===== config.mk =====
export PLATFORM = sky130hd
export DESIGN_NAME = instr_sequencer
export DESIGN_NICKNAME = d
export VERILOG_FILES = /design/src/rtl/instr_sequencer.sv
export SDC_FILE = /design/constraint.sdc
export NUM_CORES = 1
export LEC_CHECK = 0
export CAP_MARGIN = 5
export CORE_AREA = 2 2 102 79
export DETAILED_ROUTE_END_ITERATION = 8
export DIE_AREA = 0 0 104 81
export PLACE_DENSITY = 0.87
export SLEW_MARGIN = 20
export SYNTH_ARGS = -nofsm -noshare
export SYNTH_HDL_FRONTEND = slang
export SYNTH_SLANG_ARGS = --single-unit

===== constraint.sdc =====
create_clock -name clk -period 3.13 [get_ports clk]
set_input_delay 0.4695 -clock clk [delete_from_list [all_inputs] [get_ports clk]]
set_output_delay 0.4695 -clock clk [all_outputs]
set_load 0.01 [all_outputs]

===== src/rtl/instr_sequencer.sv =====
// Multi-cycle control sequencer: fetches instruction words, evaluates the Cond
// field against the stored NZCV register and steps the ALU, data memory and write-back.
module instr_sequencer #(
    parameter int unsigned   AW     = 16,
    parameter int unsigned   DW     = 32,
    parameter logic [AW-1:0] RST_PC = '0
) (
    input  logic          clk,
    input  logic          reset,
    input  logic          start,
    output logic [AW-1:0] counter,
    output logic          imem_en,
    input  logic          imem_valid,
    input  logic [DW-1:0] code_in,
    output logic [DW-1:0] code,
    output logic          alu_en,
    input  logic [3:0]    alu_nzcv,
    output logic          mem_en,
    output logic          mem_rw,
    input  logic          mem_ready,
    output logic          reg_we,
    output logic          ldr_sel,
    output logic [3:0]    flags,
    output logic          halted
);

    localparam logic [2:0] S_IDLE   = 3'd0;
    localparam logic [2:0] S_FETCH  = 3'd1;
    localparam logic [2:0] S_DECODE = 3'd2;
    localparam logic [2:0] S_EXEC   = 3'd3;
    localparam logic [2:0] S_MEM    = 3'd4;
    localparam logic [2:0] S_WB     = 3'd5;
    localparam logic [2:0] S_HALT   = 3'd6;

    localparam logic [3:0] OP_LDR  = 4'hA;
    localparam logic [3:0] OP_STR  = 4'hB;
    localparam logic [3:0] OP_BR   = 4'hC;
    localparam logic [3:0] OP_HALT = 4'hF;

    logic [2:0]    state_q, state_d;
    logic [AW-1:0] pc_q, pc_d;
    logic [DW-1:0] code_q, code_d;
    logic [3:0]    flags_q, flags_d;

    logic [3:0]    cond_f;
    logic [3:0]    op_f;
    logic          s_f;
    logic          is_ldr;
    logic          cond_ok;
    logic [AW-1:0] pc_inc;
    logic [AW-1:0] br_off;
    logic [AW-1:0] pc_br;

    assign cond_f = code_q[31:28];
    assign op_f   = code_q[27:24];
    assign s_f    = code_q[23];
    assign is_ldr = (op_f == OP_LDR);

    // Both PC updates wrap modulo 2^AW; the offset is sign-extended to AW bits.
    assign pc_inc = pc_q + AW'(1);
    assign br_off = AW'($signed(code_q[15:0]));
    assign pc_br  = pc_q + br_off;

    function automatic logic cond_pass(input logic [3:0] c, input logic [3:0] f);
        logic n, z, cf, v;
        logic r;
        n  = f[3];
        z  = f[2];
        cf = f[1];
        v  = f[0];
        case (c)
            4'h0:    r = z;
            4'h1:    r = !z;
            4'h2:    r = cf;
            4'h3:    r = !cf;
            4'h4:    r = n;
            4'h5:    r = !n;
            4'h6:    r = v;
            4'h7:    r = !v;
            4'h8:    r = cf && !z;
            4'h9:    r = !cf || z;
            4'hA:    r = (n == v);
            4'hB:    r = (n != v);
            4'hC:    r = !z && (n == v);
            4'hD:    r = z || (n != v);
            4'hE:    r = 1'b1;
            default: r = 1'b0;
        endcase
        return r;
    endfunction

    assign cond_ok = cond_pass(cond_f, flags_q);

    always_comb begin
        state_d = state_q;
        pc_d    = pc_q;
        code_d  = code_q;
        flags_d = flags_q;
        case (state_q)
            S_IDLE: begin
                if (start) state_d = S_FETCH;
            end
            S_FETCH: begin
                if (imem_valid) begin
                    code_d  = code_in;
                    state_d = S_DECODE;
                end
            end
            S_DECODE: begin
                if (!cond_ok) begin
                    pc_d    = pc_inc;
                    state_d = S_FETCH;
                end else begin
                    case (op_f)
                        OP_HALT: state_d = S_HALT;
                        OP_BR: begin
                            pc_d    = pc_br;
                            state_d = S_FETCH;
                        end
                        OP_LDR, OP_STR: state_d = S_MEM;
                        default:        state_d = S_EXEC;
                    endcase
                end
            end
            S_EXEC: begin
                if (s_f) flags_d = alu_nzcv;
                state_d = S_WB;
            end
            S_MEM: begin
                if (mem_ready) begin
                    if (is_ldr) begin
                        state_d = S_WB;
                    end else begin
                        pc_d    = pc_inc;
                        state_d = S_FETCH;
                    end
                end
            end
            S_WB: begin
                pc_d    = pc_inc;
                state_d = S_FETCH;
            end
            S_HALT: begin
                if (start) begin
                    pc_d    = pc_inc;
                    state_d = S_FETCH;
                end
            end
            default: state_d = S_IDLE;
        endcase
    end

    always_ff @(posedge clk or negedge reset) begin
        if (!reset) begin
            state_q <= S_IDLE;
            pc_q    <= RST_PC;
            code_q  <= '0;
            flags_q <= '0;
        end else begin
            state_q <= state_d;
            pc_q    <= pc_d;
            code_q  <= code_d;
            flags_q <= flags_d;
        end
    end

    // Strobes decode straight from the state register so reset clears them without a clock.
    assign imem_en = (state_q == S_FETCH);
    assign alu_en  = (state_q == S_EXEC);
    assign mem_en  = (state_q == S_MEM);
    assign mem_rw  = (state_q == S_MEM) && is_ldr;
    assign reg_we  = (state_q == S_WB);
    assign ldr_sel = (state_q == S_WB) && is_ldr;
    assign halted  = (state_q == S_HALT);
    assign counter = pc_q;
    assign code    = code_q;
    assign flags   = flags_q;

endmodule


==> Yosys cells after proc, flatten, opt, wreduce, memory -nomap -nowiden <==
Cells that the tools add are included.
{ "totals": {"reg_bits": 55, "inputBits": 41, "word_cells": 71, "output_inout_bits": 59} }
{ "classes": {"add_sub_neg": 2, "eq_ne": 32, "mux": 14, "n_reduce_logical": 19} }
{ "ops": {"columns": ["op", "n"], "rows": [
  ["$mux 16", 5],
  ["$pmux 16 s4", 1],
  ["$eq 4x4->1 const B", 11],
  ["$pmux 3 s6", 1],
  ["$add 16x1->16 const B", 1],
  ["$add 16x16->16", 1],
  ["$eq 4x3->1 const B", 4],
  ["$mux 3", 5],
  ["$pmux 1 s15", 1],
  ["$eq 3x3->1 const B", 3],
  ["$pmux 3 s3", 1],
  ["$eq 4x2->1 const B", 2],
  ["$eq 3x2->1 const B", 2],
  ["$ne 2x1->1 const B", 3],
  ["$reduce_and 5->1", 1],
  ["$eq 4x1->1 const B", 1],
  ["$logic_and 1x1->1", 4],
  ["$logic_not 1->1", 4],
  ["$logic_not 4->1", 1],
  ["$ne 2x2->1 const B", 2],
  ["$reduce_and 2->1", 2],
  ["$reduce_bool 4->1", 1],
  ["$reduce_or 2->1", 2],
  ["$eq 3x1->1 const B", 1],
  ["other kinds (6)", 7]
]} }

==> Longest topological paths before layout <==
{ "depth": {"depth_word": 5, "depth_mapped": 11, "depth_no_buf": 11} }

==> Worst setup path after synthesis <==
Ideal clock, no wire load.
{ "synth_timing": {"kind": "register to register", "startpoint": "register pc_q[7] (netlist: counter[7])", "endpoint": "register pc_q[13] (netlist: counter[13])", "required_ps": 3043, "t_arrival_ps": 2280, "n_path_buf": 0, "setup_ps": 87, "synth_period_minus_slack_ps": 2367, "path_stages_with_launch": 9, "path_slack_ps": 763, "cell_sequence": "dfrtp_1 > ha_1 > a21o_2 > a2111oi_4 > a211oi_2 > a2111oi_4 > xnor2_1 > o21ai_1 > a22oi_1"} }
{ "synth_via": {"elab_chain_len": 4, "elab_cells_between_ends": 8, "classes_between": "add/sub: 2; mux: 6"} }
{ "synth_lines": {"columns": ["element", "line", "rtl"], "rows": [
  ["start, declared", "41", "logic [AW-1:0] pc_q, pc_d;"],
  ["start signal, assigned", "161", "pc_q <= pc_d;"],
  ["$add 16x1->16 / $add 16x16->16 (equally long branches)", "60, 62", null],
  ["$mux 16, on equally long branches", "131, 114", null],
  ["$mux 16, on equally long branches", "130, 110", null],
  ["$pmux 16 s4 (*)", "99", "case (state_q)"]
]} }
Mark *: on every way between the ends. The rest lies on a longest branch, timed or not. The select of a mux whose other input is x is not followed.
A chain may end at the register's enable or synchronous reset.

==> Worst setup path after layout <==
{ "layout_timing": {"startpoint": "register state_q[0]", "endpoint": "output port imem_en"} }
{ "layout_via": {"elab_chain_len": 1} }
{ "layout_lines": {"columns": ["element", "line", "rtl"], "rows": [
  ["start, declared", "40", "logic [2:0] state_q, state_d;"],
  ["start signal, assigned", "160", "state_q <= state_d;"],
  ["$eq 3x1->1", "168", "assign imem_en = (state_q == S_FETCH);"],
  ["end, declared", "12", "output logic imem_en,"]
]} }
No other way between the ends.

==> qor.yml <==
sta:
  slew-limit-headroom_pct: 54.9
  max_freq_mhz: 373
  post-route-period-util_pct: 85.6
  setup_tns_ns: 0
  rsz0062_at_grt: "false"
  fin_skew_ns: 0.00567
  setup_viol: 0
  hold_violations: 0
  tightest_slew_ns: 0.676
  period_needed_ns: 2.68
  maxSlewViolCount: 0
grt:
  grt_max_degree: 47
  grt_pass1_wl_mm: 15.0
  grtUsageMet1_pct: 27.2
  grt_overflow: 0
  use_met2_pct: 39.3
  first_global_vias: 3216
  busiest_layer: "met2"
  grt.total_usage_pct: 22.0
  use_met3_pct: 4.90
  antenna_found_initial: 0
yosys:
  avgSynthCellArea_um2: 9.68
  yosys-top-cells-count: "dfrtp_1 (55), nand2_1 (35), mux2_2 (34)"
  synth_edf_count: 0
  yosysWarnings: 0
  ys_ff_latch: 55
  ys_async_sr_fraction_pct: 100
  seq_area_frac_synth_pct: 38.8
  synthDominantAreaCellType: "dfrtp_1"
  synthDistinctLibCells: 61
  syn-cell-area_mm2: 0.00354
  syn_nets: 424
  synth.most_common_cell: "dfrtp_1"
  synth_ff_type: "dfrtp_1"
  synth_top_area_share_pct: 38.8
  synthCells: 366
  synth.area.top_cells: "dfrtp_1 (39%), mux2_2 (11%), ha_1 (5.6%)"
drt:
  drt-pass1-iter-count: 4
  drt_wl_total_mm: 9.04
  route.detailed.drc: 0
  avgViaCountPerCell: 5.68
  vias: 3236
  drtIter0Drc: 226
  routedWlPerCell_um: 15.9
  ant_nets: 0
clocking:
  clk_pin_slew_ns: 0.10
  cts_sinks: 55
  cts_tree: "done"
  cts_root_buf: "clkbuf_8"
  hold_buffers: 0
  cts.path.max_buffers: 2
  postCtsResizedCells: 0
  cts_buffers: 5
  htreeDepth: 2
  post_cts_buffers: 0
  clock_latency_ns: 0.32
worst_setup_path:
  start_kind: "flip-flop"
  cp.required_ns: 2.66
  cp-end-kind: "output port"
  critical_path_class: "reg2out"
  reg2reg_from: "counter[7]"
  cp_max_fo: 12
  crit_path_start: "state_q[0]"
  arrival_ns: 2.21
cells_and_area:
  design_area_mm2: 0.00472
  nFillCells: 648
  diodes: 0
  synthToLayoutAreaGrowth_pct: 33.2
  drive_gt1_share_pct: 13.1
  instances_no_fill: 570
  nNetsFinal: 522
  utilization_pct: 62.4
floorplanning:
  dieHeight_um: 81
  start_util_pct: 46.8
  dieWidth_um: 104
  rows: 28
  core_mm2: 0.00757
  pin_count: 100
  die_area_mm2: 0.00842
run:
  cap_violations: 0
pwr:
  leakage_nw: 1.94
  total_power_w: 0.00623
  power_density_mw_per_mm2: 1320
  vdd_drop_max_mv: 0.600
placement:
  dp_cells: 562
  numPortBuffers: 99
  globalplace.congestion: 0.866
  dp_hpwl_mm: 6.77
  place_area_mm2: 0.00464
outcome:
  status: "completed"
hold_path:
  min_path_type: "in2async"
==> through the flow <==
stage	worst slack (ns)	hold slack, ns
floorplan	0.763	0.174
global placement	0.631	0.488
detailed placement	0.565	0.496
CTS	0.480	0.367
global route	0.318	0.191
finish	0.451	0.150
==> power by group <==
group	leakage (nW)	total [W]	switching [W]	internal [W]
combinational	1.26	0.00425	0.00214	0.00211
sequential	0.640	0.00158	0.000497	0.00108
clock	0.0422	0.000402	0.000244	0.000158
==> kinds of logic after synthesis <==
logic type	synth area share, %
AOI/OAI and AO/OA	19.5
xor gates and xnor gates	3.46
adders and majority gates	6.21
buffers and inverters	4.34
DFF	38.8
muxes	12.6
and+or+nand+nor	15.1
==> state kept, by name, indices dropped and copies added (netlist names) <==
name / count
code: 32
state_q: 3
flags: 4
counter: 16
==> final timing paths <==
kind	endpoint	slack, ns	cells after the start
min in group clk	code[22]	0.51	1
min reg2reg	code[22]	0.51	1
max reg2reg	counter[13]	0.50	8
max in group asynchronous	code[28]	2.40	2
min	code[7]	0.15	1
max	imem_en	0.45	3
==> per-layer routing <==
layer  vias up  routed length, um
met5         -                  0
met4         0                 75
met1      1558               3850
met3        10                662
met2       136               4450
li1       1532                  -
==> layout make-up <==
cell class	count	area, um^2	area share (%)
multi-input cells	278	2020	42.9
clock buffers	7	76.3	1.62
clock inverters	1	5.00	0.106
inverters	18	67.6	1.43
flip-flops and latches	55	1380	29.2
repair buffers	106	1040	22.1
well taps	105	131	2.78
==> critical path, cell delays in order (launching register included) <==
cell and delay, ns:
dfrtp_1 0.58, clkinv_1 0.37, nor3_1 0.34, clkdlybuf4s50_1 0.61
==> cells in the final DEF (no fill, tap or decap), drive strengths merged, types with 5 or more instances in the layout <==
cell type and n:
ha 16, o21ai 30, mux2 34, and3 7, inv 17, a211oi 5
nor2 15, nand2 35, clkdlybuf4s50 98, xnor2 9, nand2b 6, clkbuf 7
dfrtp 55, nor3 7, a21oi 33, nand3 11, buf 8, xor2 5
Power figures use the tool's default switching activity.
